### config.mk
export PLATFORM = sky130hd
export DESIGN_NAME = vend_coin_sequencer
export DESIGN_NICKNAME = d
export VERILOG_FILES = /design/src/rtl/vend_coin_sequencer.sv
export SDC_FILE = /design/constraint.sdc
export NUM_CORES = 1
export LEC_CHECK = 0
export CORE_MARGIN = 2
export CORE_UTILIZATION = 55
export DETAILED_ROUTE_END_ITERATION = 8
export PLACE_DENSITY_LB_ADDON = 0.15
export SLEW_MARGIN = 20
export SYNTH_ARGS = -nofsm -noshare
export SYNTH_HDL_FRONTEND = slang
export SYNTH_SLANG_ARGS = --single-unit
### constraint.sdc
create_clock -name i_clk -period 7.7 [get_ports i_clk]
set_input_delay 2.31 -clock i_clk [delete_from_list [all_inputs] [get_ports i_clk]]
set_output_delay 2.31 -clock i_clk [all_outputs]
set_load 0.01 [all_outputs]
### src/rtl/vend_coin_sequencer.sv
// Coin capture, ordered buffering and one-coin-per-slot issue to the vending FSM,
// followed by dispense and change handshakes after each sale.
module vend_coin_sequencer #(
  parameter int FIFO_DEPTH = 4,
  parameter int CW         = 3
) (
  input  logic          i_clk,
  input  logic          reset,
  input  logic          i_coin_nickle,
  input  logic          i_coin_dime,
  input  logic          i_coin_quarter,
  output logic          o_vm_nickle,
  output logic          o_vm_dime,
  output logic          o_vm_quarter,
  input  logic          i_vm_soda,
  input  logic [2:0]    i_vm_change,
  output logic          o_dispense,
  input  logic          i_dispense_done,
  output logic          o_change_req,
  output logic [2:0]    o_change_nickels,
  input  logic          i_change_done,
  output logic          o_coin_reject,
  output logic [2:0]    o_reject_type,
  output logic [CW-1:0] o_fifo_count,
  output logic          o_busy
);

  localparam int AW = (FIFO_DEPTH > 1) ? $clog2(FIFO_DEPTH) : 1;

  typedef enum logic [2:0] {S_IDLE, S_ISSUE, S_WAIT, S_DISPENSE, S_CHANGE} state_t;

  state_t          state, state_nxt;
  logic [2:0]      coin, pend, pend_nxt, grant, rej;
  logic [1:0]      fifo_mem [FIFO_DEPTH];
  logic [AW-1:0]   wr_ptr, rd_ptr;
  logic [CW-1:0]   count, count_nxt;
  logic            push, pop;
  logic [1:0]      push_code;
  logic [2:0]      chg_lat, chg_nxt, vm_nxt;

  function automatic logic [2:0] clamp_change(input logic [2:0] c);
    return (c > 3'd4) ? 3'd4 : c;
  endfunction

  function automatic logic [2:0] code_to_strobe(input logic [1:0] code);
    case (code)
      2'b01:   return 3'b001;
      2'b10:   return 3'b010;
      2'b11:   return 3'b100;
      default: return 3'b000;
    endcase
  endfunction

  // Capture and arbitration: the full check uses the occupancy before any same-cycle pop
  always_comb begin
    coin  = {i_coin_quarter, i_coin_dime, i_coin_nickle};
    grant = 3'b000;
    if (count < CW'(FIFO_DEPTH)) begin
      if (pend[0])      grant = 3'b001;
      else if (pend[1]) grant = 3'b010;
      else if (pend[2]) grant = 3'b100;
    end
    push      = |grant;
    push_code = grant[0] ? 2'b01 : (grant[1] ? 2'b10 : 2'b11);
    rej       = coin & pend & ~grant;
    pend_nxt  = (pend & ~grant) | coin;
  end

  always_comb begin
    state_nxt = state;
    pop       = 1'b0;
    chg_nxt   = chg_lat;
    vm_nxt    = 3'b000;
    case (state)
      S_IDLE: begin
        if (count != '0) begin
          pop       = 1'b1;
          vm_nxt    = code_to_strobe(fifo_mem[rd_ptr]);
          state_nxt = S_ISSUE;
        end
      end
      S_ISSUE: state_nxt = S_WAIT;
      S_WAIT: begin
        if (i_vm_soda) begin
          chg_nxt   = clamp_change(i_vm_change);
          state_nxt = S_DISPENSE;
        end else begin
          state_nxt = S_IDLE;
        end
      end
      S_DISPENSE: begin
        if (i_dispense_done) state_nxt = (chg_lat != 3'd0) ? S_CHANGE : S_IDLE;
      end
      S_CHANGE: begin
        if (i_change_done) state_nxt = S_IDLE;
      end
      default: state_nxt = S_IDLE;
    endcase
    count_nxt = count + CW'(push) - CW'(pop);
  end

  always_ff @(posedge i_clk) begin
    if (push) fifo_mem[wr_ptr] <= push_code;
    chg_lat <= chg_nxt;
  end

  // Registered control and outputs
  always_ff @(posedge i_clk) begin
    if (reset) begin
      state            <= S_IDLE;
      pend             <= 3'b000;
      wr_ptr           <= '0;
      rd_ptr           <= '0;
      count            <= '0;
      o_vm_nickle      <= 1'b0;
      o_vm_dime        <= 1'b0;
      o_vm_quarter     <= 1'b0;
      o_dispense       <= 1'b0;
      o_change_req     <= 1'b0;
      o_change_nickels <= 3'd0;
      o_coin_reject    <= 1'b0;
      o_reject_type    <= 3'b000;
      o_busy           <= 1'b0;
    end else begin
      state            <= state_nxt;
      pend             <= pend_nxt;
      count            <= count_nxt;
      if (push) wr_ptr <= wr_ptr + AW'(1);
      if (pop)  rd_ptr <= rd_ptr + AW'(1);
      o_vm_nickle      <= vm_nxt[0];
      o_vm_dime        <= vm_nxt[1];
      o_vm_quarter     <= vm_nxt[2];
      o_dispense       <= (state_nxt == S_DISPENSE);
      o_change_req     <= (state_nxt == S_CHANGE);
      o_change_nickels <= (state_nxt == S_CHANGE) ? chg_nxt : 3'd0;
      o_coin_reject    <= |rej;
      o_reject_type    <= rej;
      o_busy           <= (|pend_nxt) | (count_nxt != '0) | (state_nxt != S_IDLE);
    end
  end

  assign o_fifo_count = count;

endmodule

==> metrics <==
DIE HEIGHT roughly 57 um; Reg power frac 46.0%; num ports 27; global router's overall resource usage approximately 18%; combinational power share between 30% and 40%; Residual DRC 0; sequential area share after synthesis about 56%; Hold Violations, Final 0; Synth cell types 39; CTS resizes 0; Non-Filler Instances a little under 200; Worst Path Buf+Inv 1; Root Driver clkbuf_4; FF+latch count, synth 39; Clk Latency, worst-skew pair 0.34 ns; average size of a mapped cell approximately 11 um2; Slew HR 66.6%; Max Cap Viol 0; vias per inst 5.16; number of setup violations in the final report 0; CTS tree built; largest net degree at the start of global routing 14; initial drt markers 17; Critical Path End Type output pin; Crit Path Max Fanout 12; Int Pwr 0.000430 W; first-pass GRT wire length roughly 4400 um; setup_tns 0 ns; WL final 2500 um; Power Dens Cells roughly 330 mW/mm2; initial antenna violation count 0; Synth Cell Area between 0.0015 and 0.002 mm2; CP arrival 1.51 ns; Worst Skew about 0.0094 ns; Initial Utilization 56.7%; Die Wd ~57 um; routed via count 1006; RSZ-0062 raised after global routing no; slowest CP cell clkdlybuf4s50_1; antenna-violating nets left 0; Ant. Diodes 0; Setup Buffers After CTS 0; Post-synth EDFFs 8; Psw approximately 0.00019 W; drt wl/cell between 10 and 15 um; Inst Count DP 187; Cells after Synth roughly 130; Clock Pin Slew Worst Setup and Hold Paths 0.11 ns; max-slew violations 0; Reg2Reg Depth 10; HP Class reg -> reg; Syn. warnings 0; number of global-route vias before repair slightly above 1000; Sw Share 30.5%; HPWL Detailed 1910 um; RD Place Congestion between 0.7 and 0.8; clock buffer depth 2; Final Net Count roughly 180; status completed; highest clock rate approximately 260 MHz; share of cells above drive strength 1 10.4%; clk sinks 39; Tmin final ~3.8 ns; P_leak 0.744 nW; hold buffer count at cts 0; IO buf count 26; Synth Flop Type dfxtp_1; cells along the critical path clkdlybuf4s50_1; final period utilization 49.6%; Worst path max stage delay approximately 0.6 ns; Area Growth Syn to Fin 23.2%; H-Tree Depth 2; grt ovf 0; kind of start point of the critical path flop; Core ar. around 0.0027 mm2; Peak VDD IR approximately 0.26 mV; Die Area between 0.003 and 0.004 mm2; Req. time, crit path 5.39 ns; slew at the pin with the worst max-slew slack 0.496 ns; CP Class reg -> out; first drt pass iteration count 4; Hold Path Stages 1; # rows 19; Syn Nets roughly 150; CP Depth 1; Async SR Flop Fraction 0%; Clock Power Share between 20% and 30%; CTS Buf Count 5; Top delay family on crit path buffers and inverters
stage by stage:
stage	hold slack (ns)	instance area (um2)	total power, W	utilization, %	setup WS [ns]
finish	0.504	1890	0.000618	69.9	3.88
global placement	0.478	1810	0.000487	66.9	3.75
floorplan	0.451	1540	0.000439	-	4.44
detailed placement	0.484	1810	0.000498	66.9	3.69
CTS	0.510	1890	0.000626	69.9	3.85
global route	0.531	1890	0.000661	69.9	3.79
layout by cell type, fill, tap and decap left out, types with 2 or more instances in the layout:
| master | count |
|---|---|
| ha_1 | 6 |
| nor2_1 | 11 |
| mux2_1 | 2 |
| o21ai_0 | 3 |
| a21oi_1 | 4 |
| nand2_1 | 5 |
| and3_1 | 5 |
| clkdlybuf4s50_1 | 26 |
| clkbuf_4 | 5 |
| o31a_1 | 2 |
| nor2b_1 | 4 |
| and2_1 | 9 |
| nor3_1 | 5 |
| xnor2_1 | 4 |
| edfxtp_1 | 8 |
| dfxtp_1 | 31 |
| mux4_2 | 2 |
| nor4_1 | 2 |
| inv_1 | 8 |
cell usage after synthesis (2+ instances only):
cell type / count / area (um2)
clkbuf_1: 2 / 7.51
nand2_1: 5 / 18.8
mux2_1: 2 / 22.5
and3_1: 5 / 31.3
nor4_1: 2 / 12.5
edfxtp_1: 8 / 240
o31a_1: 2 / 17.5
nor2b_1: 4 / 25.0
a21oi_1: 4 / 20.0
mux4_2: 2 / 45.0
inv_1: 8 / 30.0
ha_1: 6 / 75.1
and2_1: 9 / 56.3
dfxtp_1: 31 / 621
o21ai_0: 3 / 15.0
nor3_1: 5 / 25.0
xnor2_1: 4 / 35.0
nor2_1: 11 / 41.3
power by group through the flow:
stage	Clock [W]	Combinational [W]	Sequential, W
final	0.000128	0.000206	0.000284
after global routing	0.000138	0.000233	0.000291
after CTS	0.000131	0.000210	0.000285
after detailed placement	0	0.000208	0.000290
after global placement	0	0.000199	0.000288
after floorplan	0	0.000154	0.000285
cell families after synthesis:
group           count (synthesis)  synth area share (%)
compound gates                 12                  5.05
xor+xnor                        5                  2.85
fa+ha+maj                       7                  6.19
buf+inv                        12                  3.50
flops                          39                  56.0
mux                             5                  5.13
simple gates                   54                  21.3
flip-flops by register name (all words and copies together), names as in the netlist, named ones only:
signal,count
fifo_mem,8
chg_lat,3
o_change_nickels,3
o_fifo_count,3
o_reject_type,3
pend,3
state,3
rd_ptr,2
wr_ptr,2
o_busy,1
o_change_req,1
o_coin_reject,1
o_dispense,1
o_vm_dime,1
o_vm_nickle,1
o_vm_quarter,1
final timing paths:
path	end	start	slack, ns
setup / recovery	o_fifo_count[2]	o_fifo_count[2]	3.88
setup reg to reg	o_busy	pend[0]	4.81
hold / removal	chg_lat[0]	chg_lat[0]	0.50
hold reg to reg	chg_lat[0]	chg_lat[0]	0.50
layout make-up:
| class | count | area, um2 |
|---|---|---|
| Multi-Input combinational cell | 83 | 622 |
| Tap cell | 31 | 38.8 |
| Inverter | 8 | 30.0 |
| Timing Repair Buffer | 26 | 260 |
| Fill cell | 217 | 817 |
| Clock buffer | 7 | 76.3 |
| Sequential cell | 39 | 861 |
| Clock inverter | 1 | 5.00 |
per-layer routing:
layer  GRT usage [%]  up-vias  part of all wire (%)  wire, um
met4            8.97        0                   1.7        42
met2            30.6       23                    51      1270
li1                -      519                     -         -
met5               0        -                     0         0
met1            20.1      458                    42      1060
met3            4.84        6                   5.2       130
Power figures use the tool's default switching activity.
